## config.mk

```make
export PLATFORM = sky130hd
export DESIGN_NAME = id_ex_stage_flat
export DESIGN_NICKNAME = d
export VERILOG_FILES = /design/src/rtl/rv_pipe_pkg.sv /design/src/rtl/id_ex_stage_if.sv /design/src/rtl/operand_bypass.sv /design/src/rtl/id_ex_stage.sv /design/src/flat_wrapper.sv
export SDC_FILE = /design/constraint.sdc
export NUM_CORES = 1
export LEC_CHECK = 0
export ABC_AREA = 1
export CORE_MARGIN = 2
export CORE_UTILIZATION = 23
export CTS_CLUSTER_SIZE = 8
export DETAILED_ROUTE_END_ITERATION = 12
export PLACE_DENSITY = 0.54
export SYNTH_ARGS = -nofsm -noshare
export SYNTH_HDL_FRONTEND = slang
export SYNTH_SLANG_ARGS = --single-unit
```

## constraint.sdc

```tcl
create_clock -name clk -period 2.8 [get_ports clk]
set_input_delay 0.56 -clock clk [delete_from_list [all_inputs] [get_ports clk]]
set_output_delay 0.56 -clock clk [all_outputs]
set_load 0.02 [all_outputs]
```

## src/rtl/rv_pipe_pkg.sv

```systemverilog
`default_nettype none
// ============================================================================
// Module      : rv_pipe_pkg
// Description : Shared RV32 pipeline types, ALU opcodes and bypass helpers.
// Revision    : 1.0 - initial release
// ============================================================================
package rv_pipe_pkg;

    localparam int XLEN = 32;

    localparam logic [2:0] ALU_ADD = 3'b000;
    localparam logic [2:0] ALU_SUB = 3'b001;
    localparam logic [2:0] ALU_AND = 3'b010;
    localparam logic [2:0] ALU_OR  = 3'b011;
    localparam logic [2:0] ALU_XOR = 3'b100;
    localparam logic [2:0] ALU_SLT = 3'b101;
    localparam logic [2:0] ALU_SLL = 3'b110;
    localparam logic [2:0] ALU_SRL = 3'b111;

    typedef struct packed {
        logic            valid;
        logic [4:0]      rs1;
        logic [4:0]      rs2;
        logic [XLEN-1:0] rs1_val;
        logic [XLEN-1:0] rs2_val;
        logic [XLEN-1:0] imm;
        logic            alusrc;
        logic [2:0]      alucontrol;
        logic [4:0]      rd;
        logic            regwrite;
    } id_ex_entry_t;

    // x0 is hardwired zero, so it can never be the target of a forward.
    function automatic logic reg_hit(input logic       we,
                                     input logic [4:0] wr_rd,
                                     input logic [4:0] rs);
        return we && (wr_rd != 5'd0) && (wr_rd == rs);
    endfunction

    function automatic id_ex_entry_t wb_snoop(input id_ex_entry_t    e,
                                              input logic            we,
                                              input logic [4:0]      wr_rd,
                                              input logic [XLEN-1:0] res);
        id_ex_entry_t r;
        r = e;
        if (reg_hit(we, wr_rd, e.rs1)) r.rs1_val = res;
        if (reg_hit(we, wr_rd, e.rs2)) r.rs2_val = res;
        return r;
    endfunction

endpackage
`default_nettype wire

```

## src/rtl/id_ex_stage_if.sv

```systemverilog
`default_nettype none
// ============================================================================
// Module      : id_ex_stage_if
// Description : Decode/bypass/execute bundle around the ID/EX stage.
// Revision    : 1.0 - initial release
// ============================================================================
interface id_ex_stage_if;
    import rv_pipe_pkg::*;

    logic            in_valid;
    logic            in_ready;
    logic [XLEN-1:0] in_rs1_data;
    logic [XLEN-1:0] in_rs2_data;
    logic [XLEN-1:0] in_imm;
    logic [4:0]      in_rs1;
    logic [4:0]      in_rs2;
    logic [4:0]      in_rd;
    logic            in_alusrc;
    logic [2:0]      in_alucontrol;
    logic            in_regwrite;
    logic            flush;
    logic            mem_regwrite;
    logic [4:0]      mem_rd;
    logic [XLEN-1:0] mem_result;
    logic            wb_regwrite;
    logic [4:0]      wb_rd;
    logic [XLEN-1:0] wb_result;
    logic            out_valid;
    logic            out_ready;
    logic [XLEN-1:0] a;
    logic [XLEN-1:0] b;
    logic [XLEN-1:0] store_data;
    logic [2:0]      alucontrol;
    logic [4:0]      rd;
    logic            regwrite;

    modport master (
        output in_valid, in_rs1_data, in_rs2_data, in_imm, in_rs1, in_rs2, in_rd,
               in_alusrc, in_alucontrol, in_regwrite, flush,
               mem_regwrite, mem_rd, mem_result, wb_regwrite, wb_rd, wb_result,
               out_ready,
        input  in_ready, out_valid, a, b, store_data, alucontrol, rd, regwrite
    );

    modport slave (
        input  in_valid, in_rs1_data, in_rs2_data, in_imm, in_rs1, in_rs2, in_rd,
               in_alusrc, in_alucontrol, in_regwrite, flush,
               mem_regwrite, mem_rd, mem_result, wb_regwrite, wb_rd, wb_result,
               out_ready,
        output in_ready, out_valid, a, b, store_data, alucontrol, rd, regwrite
    );

endinterface
`default_nettype wire

```

## src/rtl/operand_bypass.sv

```systemverilog
`default_nettype none
// ============================================================================
// Module      : operand_bypass
// Description : One source operand: MEM-over-stored select plus WB snoop hit.
// Revision    : 1.0 - initial release
// ============================================================================
module operand_bypass
    import rv_pipe_pkg::*;
(
    input  logic [4:0]      rs_i,
    input  logic [XLEN-1:0] stored_i,
    input  logic            mem_regwrite_i,
    input  logic [4:0]      mem_rd_i,
    input  logic [XLEN-1:0] mem_result_i,
    input  logic            wb_regwrite_i,
    input  logic [4:0]      wb_rd_i,
    output logic [XLEN-1:0] value_o,
    output logic            wb_hit_o
);

    always_comb begin
        value_o  = reg_hit(mem_regwrite_i, mem_rd_i, rs_i) ? mem_result_i : stored_i;
        wb_hit_o = reg_hit(wb_regwrite_i, wb_rd_i, rs_i);
    end

endmodule
`default_nettype wire

```

## src/rtl/id_ex_stage.sv

```systemverilog
`default_nettype none
// ============================================================================
// Module      : id_ex_stage
// Description : ID/EX pipeline register with MEM/WB bypass, stall and flush.
//               Define ID_EX_SKID_EN for a two-entry skid with registered ready.
// Revision    : 1.0 - initial release
// ============================================================================
module id_ex_stage
    import rv_pipe_pkg::*;
(
    input  logic          clk,
    input  logic          reset_n,
    id_ex_stage_if.slave  bus
);

    id_ex_entry_t    head_q;
    id_ex_entry_t    head_d;
    id_ex_entry_t    w_head_snp;
    id_ex_entry_t    w_in_entry;

    logic [XLEN-1:0] w_rs1_byp;
    logic [XLEN-1:0] w_rs2_byp;
    logic            w_rs1_wb_hit;
    logic            w_rs2_wb_hit;
    logic [XLEN-1:0] w_a;
    logic            w_in_ready;
    logic            w_accept;
    logic            w_consume;

    logic [XLEN-1:0] a_hold_q;
    logic [XLEN-1:0] b_hold_q;
    logic [XLEN-1:0] sd_hold_q;

    operand_bypass u_byp_rs1 (
        .rs_i           (head_q.rs1),
        .stored_i       (head_q.rs1_val),
        .mem_regwrite_i (bus.mem_regwrite),
        .mem_rd_i       (bus.mem_rd),
        .mem_result_i   (bus.mem_result),
        .wb_regwrite_i  (bus.wb_regwrite),
        .wb_rd_i        (bus.wb_rd),
        .value_o        (w_rs1_byp),
        .wb_hit_o       (w_rs1_wb_hit)
    );

    operand_bypass u_byp_rs2 (
        .rs_i           (head_q.rs2),
        .stored_i       (head_q.rs2_val),
        .mem_regwrite_i (bus.mem_regwrite),
        .mem_rd_i       (bus.mem_rd),
        .mem_result_i   (bus.mem_result),
        .wb_regwrite_i  (bus.wb_regwrite),
        .wb_rd_i        (bus.wb_rd),
        .value_o        (w_rs2_byp),
        .wb_hit_o       (w_rs2_wb_hit)
    );

    assign w_a       = w_rs1_byp;
    assign w_accept  = bus.in_valid && w_in_ready && !bus.flush;
    assign w_consume = head_q.valid && bus.out_ready;

    // Incoming operands pick up a same-cycle writeback before landing.
    always_comb begin
        w_in_entry            = '0;
        w_in_entry.valid      = 1'b1;
        w_in_entry.rs1        = bus.in_rs1;
        w_in_entry.rs2        = bus.in_rs2;
        w_in_entry.rs1_val    = bus.in_rs1_data;
        w_in_entry.rs2_val    = bus.in_rs2_data;
        w_in_entry.imm        = bus.in_imm;
        w_in_entry.alusrc     = bus.in_alusrc;
        w_in_entry.alucontrol = bus.in_alucontrol;
        w_in_entry.rd         = bus.in_rd;
        w_in_entry.regwrite   = bus.in_regwrite;
        w_in_entry            = wb_snoop(w_in_entry, bus.wb_regwrite, bus.wb_rd, bus.wb_result);
    end

    always_comb begin
        w_head_snp = head_q;
        if (w_rs1_wb_hit) w_head_snp.rs1_val = bus.wb_result;
        if (w_rs2_wb_hit) w_head_snp.rs2_val = bus.wb_result;
    end

`ifdef ID_EX_SKID_EN
    id_ex_entry_t skid_q;
    id_ex_entry_t skid_d;
    id_ex_entry_t w_skid_snp;
    logic         in_ready_q;

    assign w_in_ready = in_ready_q;
    assign w_skid_snp = wb_snoop(skid_q, bus.wb_regwrite, bus.wb_rd, bus.wb_result);

    // Skid only fills while the head is stalled, and ready is low while
    // it is full, so accept and skid-promote never coincide.
    always_comb begin
        head_d = w_head_snp;
        skid_d = w_skid_snp;
        if (bus.flush) begin
            head_d.valid = 1'b0;
            skid_d.valid = 1'b0;
        end else if (!head_q.valid || w_consume) begin
            if (skid_q.valid) begin
                head_d       = w_skid_snp;
                skid_d.valid = 1'b0;
            end else if (w_accept) begin
                head_d = w_in_entry;
            end else begin
                head_d.valid = 1'b0;
            end
        end else if (w_accept) begin
            skid_d = w_in_entry;
        end
    end

    always_ff @(posedge clk or negedge reset_n) begin
        if (!reset_n) begin
            skid_q     <= '0;
            in_ready_q <= 1'b1;
        end else begin
            skid_q     <= skid_d;
            in_ready_q <= !skid_d.valid;
        end
    end
`else
    assign w_in_ready = !head_q.valid || bus.out_ready;

    always_comb begin
        head_d = w_head_snp;
        if (bus.flush) begin
            head_d.valid = 1'b0;
        end else if (w_accept) begin
            head_d = w_in_entry;
        end else if (w_consume) begin
            head_d.valid = 1'b0;
        end
    end
`endif

    // Hold registers keep the operand outputs frozen while the stage is empty.
    always_ff @(posedge clk or negedge reset_n) begin
        if (!reset_n) begin
            head_q    <= '0;
            a_hold_q  <= '0;
            b_hold_q  <= '0;
            sd_hold_q <= '0;
        end else begin
            head_q <= head_d;
            if (head_q.valid) begin
                a_hold_q  <= bus.a;
                b_hold_q  <= bus.b;
                sd_hold_q <= bus.store_data;
            end
        end
    end

    assign bus.in_ready   = w_in_ready;
    assign bus.out_valid  = head_q.valid;
    assign bus.a          = head_q.valid ? w_a : a_hold_q;
    assign bus.b          = head_q.valid ? (head_q.alusrc ? head_q.imm : w_rs2_byp) : b_hold_q;
    assign bus.store_data = head_q.valid ? w_rs2_byp : sd_hold_q;
    assign bus.alucontrol = head_q.alucontrol;
    assign bus.rd         = head_q.rd;
    assign bus.regwrite   = head_q.valid && head_q.regwrite;

endmodule
`default_nettype wire

```

## src/flat_wrapper.sv

```systemverilog
// flat-port wrapper written by rule: the top's interface ports become plain ports
module id_ex_stage_flat import rv_pipe_pkg::*;
  (clk, reset_n, bus_in_valid, bus_in_rs1_data, bus_in_rs2_data, bus_in_imm, bus_in_rs1, bus_in_rs2, bus_in_rd, bus_in_alusrc, bus_in_alucontrol, bus_in_regwrite, bus_flush, bus_mem_regwrite, bus_mem_rd, bus_mem_result, bus_wb_regwrite, bus_wb_rd, bus_wb_result, bus_out_ready, bus_in_ready, bus_out_valid, bus_a, bus_b, bus_store_data, bus_alucontrol, bus_rd, bus_regwrite);
  id_ex_stage_if bus_i ();
  input  logic clk;
  input  logic reset_n;
  input wire logic [$bits(bus_i.in_valid)-1:0] bus_in_valid;
  input wire logic [$bits(bus_i.in_rs1_data)-1:0] bus_in_rs1_data;
  input wire logic [$bits(bus_i.in_rs2_data)-1:0] bus_in_rs2_data;
  input wire logic [$bits(bus_i.in_imm)-1:0] bus_in_imm;
  input wire logic [$bits(bus_i.in_rs1)-1:0] bus_in_rs1;
  input wire logic [$bits(bus_i.in_rs2)-1:0] bus_in_rs2;
  input wire logic [$bits(bus_i.in_rd)-1:0] bus_in_rd;
  input wire logic [$bits(bus_i.in_alusrc)-1:0] bus_in_alusrc;
  input wire logic [$bits(bus_i.in_alucontrol)-1:0] bus_in_alucontrol;
  input wire logic [$bits(bus_i.in_regwrite)-1:0] bus_in_regwrite;
  input wire logic [$bits(bus_i.flush)-1:0] bus_flush;
  input wire logic [$bits(bus_i.mem_regwrite)-1:0] bus_mem_regwrite;
  input wire logic [$bits(bus_i.mem_rd)-1:0] bus_mem_rd;
  input wire logic [$bits(bus_i.mem_result)-1:0] bus_mem_result;
  input wire logic [$bits(bus_i.wb_regwrite)-1:0] bus_wb_regwrite;
  input wire logic [$bits(bus_i.wb_rd)-1:0] bus_wb_rd;
  input wire logic [$bits(bus_i.wb_result)-1:0] bus_wb_result;
  input wire logic [$bits(bus_i.out_ready)-1:0] bus_out_ready;
  output wire logic [$bits(bus_i.in_ready)-1:0] bus_in_ready;
  output wire logic [$bits(bus_i.out_valid)-1:0] bus_out_valid;
  output wire logic [$bits(bus_i.a)-1:0] bus_a;
  output wire logic [$bits(bus_i.b)-1:0] bus_b;
  output wire logic [$bits(bus_i.store_data)-1:0] bus_store_data;
  output wire logic [$bits(bus_i.alucontrol)-1:0] bus_alucontrol;
  output wire logic [$bits(bus_i.rd)-1:0] bus_rd;
  output wire logic [$bits(bus_i.regwrite)-1:0] bus_regwrite;
  assign bus_i.in_valid = bus_in_valid;
  assign bus_i.in_rs1_data = bus_in_rs1_data;
  assign bus_i.in_rs2_data = bus_in_rs2_data;
  assign bus_i.in_imm = bus_in_imm;
  assign bus_i.in_rs1 = bus_in_rs1;
  assign bus_i.in_rs2 = bus_in_rs2;
  assign bus_i.in_rd = bus_in_rd;
  assign bus_i.in_alusrc = bus_in_alusrc;
  assign bus_i.in_alucontrol = bus_in_alucontrol;
  assign bus_i.in_regwrite = bus_in_regwrite;
  assign bus_i.flush = bus_flush;
  assign bus_i.mem_regwrite = bus_mem_regwrite;
  assign bus_i.mem_rd = bus_mem_rd;
  assign bus_i.mem_result = bus_mem_result;
  assign bus_i.wb_regwrite = bus_wb_regwrite;
  assign bus_i.wb_rd = bus_wb_rd;
  assign bus_i.wb_result = bus_wb_result;
  assign bus_i.out_ready = bus_out_ready;
  assign bus_in_ready = bus_i.in_ready;
  assign bus_out_valid = bus_i.out_valid;
  assign bus_a = bus_i.a;
  assign bus_b = bus_i.b;
  assign bus_store_data = bus_i.store_data;
  assign bus_alucontrol = bus_i.alucontrol;
  assign bus_rd = bus_i.rd;
  assign bus_regwrite = bus_i.regwrite;
  id_ex_stage u_core (.clk(clk), .reset_n(reset_n), .bus(bus_i));
endmodule
```

# Word-level counts from Yosys, hierarchy flattened

Cells that the tools add are included.

Flip-flop bits (word level): 213
Input bits: 197
Logic and storage cells: 54

Equality and inequality tests: 6
Muxes and demuxes: 15
Bitwise operators: 1
Reduce and logical (&&, ||, !) cells: 19

Operators with widths:

| operator            | number |
|---|---|
| two-way mux 32 bit  | 10 |
| two-way mux 106 bit | 2 |
| equality test 5 bit | 6 |
| logical AND 1 bit   | 12 |
| nonzero test 5 bit  | 2 |
| two-way mux 1 bit   | 3 |
| nonzero test 3 bit  | 1 |
| logical NOT 1 bit   | 2 |
| AND reduction 2 bit | 1 |
| logical OR 1 bit    | 1 |
| NOT 1 bit           | 1 |

# Logic depth before layout (Yosys ltp)

Gate-level depths: netlist (run 1).

Word-level depth: 6
Mapped depth: 11

# By module

A second synthesis (run 1) with hierarchy kept.

Cells, all modules: 1837
Area total of the unflattened synthesis: 12465.7 sq um

By module, submodules not included:

| module         | times used | cells each | area an instance (sq um) | seq. area each (sq um) |
|---|---|---|---|---|
| id_ex_stage    | 1          | 1533       | 10959.3                  | 5330.1 |
| operand_bypass | 2          | 152        | 753.2                    | 0.0 |

# Worst setup path before layout (run 1)

Ideal clock, no wire load.

Kind: in2out
Start point: input bus_mem_rd[3]
End point: output bus_a[1]
Data arrival time: 1695 ps
Required time: 2240 ps
Path slack: 545 ps
Cell stages on the path: 8
Cell sequence: nor2_1 > nand3b_1 > nand2_1 > inv_2 > nand3_4 > buf_2 > nor2_1 > o21ai_0

Word-level cells in the longest chain between the ends: 5
Elaborated cells on any way between the ends: 6
Classes of those cells: eq/ne: 1; mux: 2; reduce/logical: 3

RTL lines:

| what                   | line                 | RTL |
|---|---|---|
| from (decl)            | flat_wrapper.sv:19   | `input wire logic [$bits(bus_i.mem_rd)-1:0] bus_mem_rd;` |
| nonzero test 5 bit     | rv_pipe_pkg.sv:37    | `return we && (wr_rd != 5'd0) && (wr_rd == rs);` |
| logical AND 1 bit      | rv_pipe_pkg.sv:37    |  |
| logical AND 1 bit (*)  | rv_pipe_pkg.sv:37    |  |
| two-way mux 32 bit (*) | operand_bypass.sv:22 | `value_o = reg_hit(mem_regwrite_i, mem_rd_i, rs_i) ? mem_result_i : stored_i;` |
| two-way mux 32 bit (*) | id_ex_stage.sv:158   | `assign bus.a = head_q.valid ? w_a : a_hold_q;` |
| to (decl)              | flat_wrapper.sv:27   | `output wire logic [$bits(bus_i.a)-1:0] bus_a;` |

Every way passes the cells marked *; elsewhere a longest branch is shown, timed or not.

# Worst setup path in the final report (run 1)

Start point: register u_core.head_q[112] in the netlist's numbering
End point: output bus_a[28]

Word-level cells in the longest chain between the ends: 4

RTL lines:

| what                   | line                 | RTL |
|---|---|---|
| from (decl)            | id_ex_stage.sv:16    | `id_ex_entry_t head_q;` |
| from (signal assigned) | id_ex_stage.sv:142   | `head_q <= '0;` |
| from (signal assigned) | id_ex_stage.sv:147   | `head_q <= head_d;` |
| equality test 5 bit    | rv_pipe_pkg.sv:37    |  |
| logical AND 1 bit      | rv_pipe_pkg.sv:37    |  |
| two-way mux 32 bit     | operand_bypass.sv:22 |  |
| two-way mux 32 bit     | id_ex_stage.sv:158   |  |

Every way passes these cells.

==> results_dict.tcl, run 1 <==
set metrics [dict create \
    p_sw_mw 4.257 \
    switching_share_pct 35.70 \
    grt_pass1_vias 13110 \
    synth_area_um2 12340 \
    start_kind "flop" \
    avgRoutedWirePerCell_um 18.71 \
    totalWireLength_mm 53.54 \
    chipWidth_um 235.6 \
    r2r_start "u_core.head_q[112]$_DFFE_PN0P_" \
    ys_ff_latch 213 \
    crit_fanout 8 \
    regToRegEndpoint "u_core.a_hold_q[27]$_DFFE_PN0P_" \
    synth_top_family_by_area "simple AND/OR/NAND/NOR gates" \
    setup_ws_ns -0.1796 \
    num_vias 13170 \
    firstDrtPassIters 5 \
    fin_crit_sh_pct 106.4 \
    synthFlopType "dfrtp_1" \
    fmax_mhz 335.6 \
    syn_avg_cell_area_um2 6.807 \
    slew_headroom_pct 63.71 \
    io_buffers 303 \
    power.share.clock_pct 29.6 \
    synth-compound-area-share_pct 2.717 \
    crit_path_start "u_core.head_q[112]$_DFFE_PN0P_" \
    antenna_found_initial 7 \
    p_int_mw 7.669 \
    synth_warnings 0 \
    syn_inst 1813 \
    synth_edf_count 0 \
    syn_to_final_growth_pct 52.67 \
    critical_path_class "reg -> out" \
    fin_cells 2861 \
    combPwrFrac_pct 37.1 \
    gp_congestion 0.8522 \
    fillerInstances 5598 \
    clk_pin_slew_ns 0.05 \
    routed_via_density 4.604 \
    grt_max_degree 74 \
    fin_tns_setup_ns -3.206 \
    ant_nets 0 \
    core_area_um2 52760 \
    yosysTopAreaCell "dfrtp_1" \
    htreeDepth 1 \
    clockRootBuffer "clkbuf_16" \
    track_usage_pct 18.46 \
    utilization_pct 35.71 \
    hold_path.class "reg -> reg" \
    synth_nets 2010 \
    drv_cap 0 \
    violations "setup timing" \
    nNetsFinal 2363 \
    core.rowCount 84 \
    tritoncts "built" \
    grt_pass1_wl_mm 79.49 \
    drv_slew 0 \
    synthSimpleGateAreaFrac_pct 41.45 \
    placedCellCount 2771 \
    yosys-top-cells-count "nand2_1, nand3_1, dfrtp_1" \
    synth_top_area_share_pct 43.19 \
    yosysSeqAreaShare_pct 43.19 \
    finalHoldViolations 0 \
    reg2reg_depth 18 \
    synthAdderAreaFrac_pct 0 \
    setup_viol 59 \
    dieArea_um2 55530 \
    r2r_slack_ns 0.11 \
    async_flop_share_pct 100.0 \
    final_layout_size_suffix_gt1_share_pct 23.45 \
    synth.most_common_cell "nand2_1" \
    clock_path_buffers 3 \
    vdd_drop_max_uv 398.6 \
    clock-sinks 213 \
    power.density_nw_per_um2 632.9 \
    yosysUniqueCellTypes 25 \
    numCtsBuffers 31 \
    drc 0 \
    whs_path_depth 2 \
    rsz0062_at_grt "yes" \
    outcome "finished, violations left" \
    synthTopCellsByArea "dfrtp_1, nand2_1, nand3_1" \
    period_minus_slack_ns 2.980 \
    place_hpwl_mm 36.92 \
    p_seq_share_pct 33.4 \
    total_power_mw 11.93 \
    endpoint "bus_a[28]" \
    synth-xor-area-share_pct 2.058 \
    worstSetupEndpointType "output pin" \
    die_h_um 235.6 \
    pin_count 304 \
    clock_skew_ns 0.01504 \
    required_ns 2.24 \
    gr-total-overflow 0 \
    p_leak_nw 9.836 \
    worstMarginPinSlew_ns 0.5443 \
    worstPathArrival_ns 2.42 \
    start_util_pct 23.39 \
    initialDrtViolationCount 886 \
    synth.mux.area_fraction_pct 0 \
    clk_latency_ns 0.58 \
]
-- layout make-up --
type,instances,area [um^2],share of cell area [%]
tap,688,860.8,4.569
clock inverter,2,38.79,0.2059
clock buffer,36,824.5,4.376
inverter,170,648.1,3.440
antenna,2,5.005,0.02656
multi-input combinational,1310,6615,35.11
sequential,213,5331,28.30
timing repair buffer,440,4518,23.98
-- stage by stage --
step	instance area, um^2	hold WS [ns]	setup slack (ns)
after floorplan	12340	0.2644	0.5448
after global placement	16540	0.4557	-0.6387
after detailed placement	16540	0.4597	-0.6480
after CTS	17770	0.4722	-0.2062
after global routing	18840	0.4893	-0.3198
final	18840	0.4689	-0.1796
-- cell usage in the layout, fill, tap and decap left out, types with 7 or more instances in the layout --
cell and n:
buf_4 99, nor2_4 18, nor2_1 80, clkdlybuf4s50_1 201, inv_1 165, nand2_2 119
nand3_1 276, buf_2 19, xnor2_1 16, nand4_1 32, nor2_2 13, nand3_2 14
buf_12 26, o21ai_1 32, nand2_1 621, buf_6 75, nand2_4 34, xor2_1 11
dfrtp_1 212, buf_8 7, clkbuf_16 35, o21ai_2 23
-- power by group through the flow --
stage               clock network [mW]  logic [mW]  registers, mW
floorplan                            0        2.12           3.92
global placement                     0        3.93           3.98
global route                      3.74        4.81           4.03
detailed placement                   0        3.95           4.00
CTS                               3.63        3.97           3.95
finish                            3.53        4.42           3.98
-- how the worst min path moves through the flow --
| stage | to | from |
|---|---|---|
| after floorplan | u_core.a_hold_q[0]$_DFFE_PN0P_ | reset_n |
| after global placement | u_core.a_hold_q[2]$_DFFE_PN0P_ | u_core.a_hold_q[2]$_DFFE_PN0P_ |
| after detailed placement | u_core.sd_hold_q[17]$_DFFE_PN0P_ | u_core.sd_hold_q[17]$_DFFE_PN0P_ |
| after CTS | u_core.head_q[39]$_DFFE_PN0P_ | u_core.head_q[39]$_DFFE_PN0P_ |
| after global routing | u_core.head_q[11]$_DFFE_PN0P_ | u_core.head_q[11]$_DFFE_PN0P_ |
| final | u_core.head_q[39]$_DFFE_PN0P_ | u_core.head_q[39]$_DFFE_PN0P_ |
-- worst max-delay path: stages, from the launching register on --
cell,delay (ns)
dfrtp_1,0.41
xnor2_2,0.13
nand2_1,0.07
nor2_2,0.15
nand3_4,0.19
buf_8,0.20
buf_12,0.14
buf_6,0.12
nand2_4,0.05
nand2_4,0.06
o21ai_2,0.17
buf_6,0.14
-- registers in the layout (all words and copies together) (netlist names) --
name / cells
u_core.a_hold_q: 32
u_core.b_hold_q: 32
u_core.bus.alucontrol: 3
u_core.bus.out_valid: 1
u_core.bus.rd: 5
u_core.head_q: 108
u_core.sd_hold_q: 32
-- logic make-up (layout without fill, tap and decap cells) --
logic type | Yosys count | count (layout)
AOI/OAI and AO/OA | 67 | 67
xor gates and xnor gates | 29 | 29
buffers and inverters | 290 | 648
DFF | 213 | 213
other | 0 | 2
and+or+nand+nor | 1214 | 1214
-- metal layers --
| layer | track usage, % | vias up | wire length [um] |
|---|---|---|---|
| li1 | - | 6348 | - |
| met1 | 24.80 | 6312 | 23860 |
| met2 | 30.69 | 412 | 25330 |
| met3 | 3.025 | 91 | 2874 |
| met4 | 4.922 | 8 | 1422 |
| met5 | 0 | - | 47 |
-- repair_timing --
item | in CTS | in global routing
endpoints found under the hold margin | 51 | 0
endpoints found under the setup margin | 97 | 100
hold buffers | 1 | 0
resized for setup | 459 | 330
pin swaps | 10 | 73
gates cloned | 2 | 4
setup buffers | 29 | 21
Power figures use the tool's default switching activity.
==> run 2: changes to the inputs <==
- CAP_MARGIN: unset -> 20
==> results of run 2 <==
Final layout, timing and power as in run 1 (identical DEF).
==> run 3: changes to the inputs <==
- ABC_AREA: 1 -> 0
- PLACE_DENSITY: 0.54 -> 0.56
==> run 3 against run 2 <==
- the flow still finishes with violations (setup timing)
- hold slack is essentially flat
- combinational power grew 10%
- clock skew grew 0.0052 ns
- critical path depth is the same
- synthesized cell count shrank 39%
- sequential power grew 5.8%
- worst setup slack lost 0.30 ns
- clock power shrank 3%
- first-iteration DRC count grew 6.7%
- final cell count shrank 24%
- via count shrank 20%
- critical path type is now in -> out
==> results_dict.tcl, run 3 <==
set metrics [dict create \
    num_vias 10500 \
    utilization_pct 39.35 \
    slew_headroom_pct 51.89 \
    totalWireLength_mm 45.59 \
    yosysTopAreaCell "dfrtp_1" \
    pin_count 304 \
    r2r_start "u_core.head_q[112]$_DFFE_PN0P_" \
    final_common_cell "dfrtp_1" \
    setup_viol 96 \
    rsz0062_at_grt "yes" \
    hp-start "u_core.bus.rd[0]$_DFFE_PN0P_" \
    violations "setup timing" \
    drv_cap 0 \
    drc 0 \
    path_cells "buf_6 > or4_4 > o21a_4 > and4_4 > buf_12 > buf_12 > buf_12 > mux2i_4 > buf_4 > a21oi_2 > buf_4" \
    synth_edf_count 0 \
    synth_area_um2 10510 \
    chipWidth_um 217.8 \
    synth_top_area_share_pct 50.72 \
    start_util_pct 23.21 \
    synth_warnings 0 \
    nNetsFinal 1755 \
    synth_top_family_by_area "compound AO/OA/AOI/OAI gates" \
    io_buffers 303 \
    worstSetupEndpointType "output pin" \
    total_power_mw 12.50 \
    place_hpwl_mm 29.24 \
    gp_congestion 0.8272 \
    worstMarginPinSlew_ns 0.7200 \
    synth_nets 1304 \
    required_ns 2.24 \
    syn_to_final_growth_pct 69.54 \
    cpMostUsedCell "buf_12" \
    die_h_um 217.8 \
    synth.mux.area_fraction_pct 7.251 \
    antenna_found_initial 2 \
    fmax_mhz 304.8 \
    clockRootBuffer "clkbuf_16" \
    yosys-top-cells-count "a21oi_1, dfrtp_1, nand2_1" \
    fin_crit_sh_pct 117.2 \
    clock_path_buffers 3 \
    synthTopCellsByArea "dfrtp_1, a21oi_1, nand2_1" \
    use_met2_pct 31.67 \
    syn_avg_cell_area_um2 9.493 \
    hold_path.class "reg -> reg" \
    fin_tns_setup_ns -27.19 \
    synthAdderAreaFrac_pct 0 \
    final_cell_mix "dfrtp_1, clkdlybuf4s50_1, buf_4" \
    r2r_slack_ns 0.37 \
    clock_skew_ns 0.02024 \
    grt_pass1_vias 10970 \
    final_layout_size_suffix_gt1_share_pct 31.93 \
    slowest_delay_ns 0.52 \
    avgRoutedWirePerCell_um 21.08 \
    whs_path_depth 2 \
    ant_nets 0 \
    critical_path_class "in -> out" \
    placedCellCount 2010 \
    grt_pass1_wl_mm 66.86 \
    crit_fanout 5 \
    firstDrtPassIters 7 \
    gr-total-overflow 0 \
    fin_cells 2163 \
    tritoncts "built" \
    clk_pin_slew_ns 0.05 \
    yosysSeqAreaShare_pct 50.72 \
    async_flop_share_pct 100.0 \
    synth-xor-area-share_pct 2.500 \
    finalHoldViolations 0 \
    ys_ff_latch 213 \
    synth.most_common_cell "a21oi_1" \
    reg2reg_depth 14 \
    vdd_drop_max_uv 449.3 \
    grt-busiest-layer "met2" \
    initialDrtViolationCount 945 \
    power.density_nw_per_um2 701.7 \
    slowest_stage "or4_4" \
    period_minus_slack_ns 3.281 \
    setup_ws_ns -0.4811 \
    grtUsageMet1_pct 23.49 \
    core.rowCount 78 \
    synthFlopType "dfrtp_1" \
    holdPathEnd "u_core.bus.rd[0]$_DFFE_PN0P_" \
    synth-compound-area-share_pct 21.97 \
    synthSimpleGateAreaFrac_pct 10.63 \
    grt_max_degree 70 \
    core_area_um2 45280 \
    clock-sinks 213 \
    dieArea_um2 47420 \
    yosysUniqueCellTypes 38 \
    numCtsBuffers 31 \
    place_area_um2 14830 \
    regToRegEndpoint "u_core.a_hold_q[26]$_DFFE_PN0P_" \
    largest_register_ffs 108 \
    track_usage_pct 18.64 \
    post-route-cell-area_um2 17820 \
    outcome "finished, violations left" \
    syn_inst 1107 \
    p_leak_nw 7.545 \
    routed_via_density 4.855 \
    met3_usage_pct 3.821 \
    antenna_cells 0 \
    worstPathArrival_ns 2.72 \
    start_kind "primary input" \
    drv_slew 0 \
    regMostFlops "u_core.head_q" \
    clk_latency_ns 0.57 \
    htreeDepth 1 \
]
## run 3: cell count changes in the layout (fill, tap and decap cells not counted), sizes merged, moves of 64 or more
cell,before,now
nand2,774,162
nand3,294,2
a21oi,1,225
inv,171,65
buf,227,307
mux2i,0,64
o21ai,66,2
## run 3: final cells by class
class,instances,area (um^2)
fillers,4446,27470
multi-input cells,735,5411
flip-flops and latches,213,5338
repair buffers,511,5236
clock buffers,37,828.3
well taps,600,750.7
inverters,66,247.7
clock inverters,1,5.005
## run 3: per-stage QoR
stage | worst slack, ns | hold WS (ns)
floorplan | -0.01378 | 0.2644
global placement | -1.066 | 0.4592
detailed placement | -1.039 | 0.4619
CTS | -0.5014 | 0.4742
global route | -0.5431 | 0.4992
finish | -0.4811 | 0.4694
## run 3: worst max-delay path: cells and delay by family
family	cells	cell delay [ns]
AOI/OAI and AO/OA	2	0.39
buffers and inverters	6	0.80
muxes	1	0.18
and+or+nand+nor	2	0.77
## run 3: what timing repair did
| item | CTS | global route |
|---|---|---|
| hold buffers | 1 | 0 |
| pin swaps | 42 | 60 |
| resized for setup | 581 | 169 |
| endpoints found under the setup margin | 97 | 96 |
| hold endpoints to repair | 41 | 0 |
| buffers inserted | 88 | 32 |
| gates cloned | 5 | 0 |
## run 3: worst max path at each step
stage          cells after the start                           start                 end  slack [ns]
5_1_grt                           10  u_core.head_q[106]$_DFFE_PN0P_  bus_store_data[30]       -0.54
2_1_floorplan                      7                   bus_mem_rd[2]            bus_b[7]       -0.01
4_1_cts                           10  u_core.head_q[110]$_DFFE_PN0P_  bus_store_data[30]       -0.50
3_3_place_gp                       8                   bus_mem_rd[4]           bus_b[24]       -1.07
6_report                          11                   bus_mem_rd[3]  bus_store_data[30]       -0.48
3_5_place_dp                       8                   bus_mem_rd[4]           bus_b[29]       -1.04
## run 3: where the power goes
| group | switching, mW | total (mW) | internal (mW) | leakage [nW] |
|---|---|---|---|---|
| Combinational | 2.46 | 4.87 | 2.41 | 4.74 |
| Sequential | 0.447 | 4.21 | 3.77 | 2.39 |
| Clock | 1.40 | 3.42 | 2.02 | 0.411 |
## run 3: cells by family after synthesis
| family | count (synthesis) |
|---|---|
| muxes | 64 |
| and+or+nand+nor | 281 |
| buffers and inverters | 160 |
| DFF | 213 |
| AOI/OAI and AO/OA | 359 |
| xor gates and xnor gates | 30 |
## run 3: layer usage
layer | up-vias | share of wire, % | wire (um)
li1 | 4791 | - | -
met1 | 5166 | 41 | 18910
met2 | 439 | 48 | 21790
met3 | 101 | 7.0 | 3208
met4 | 4 | 3.6 | 1658
met5 | - | 0.061 | 28
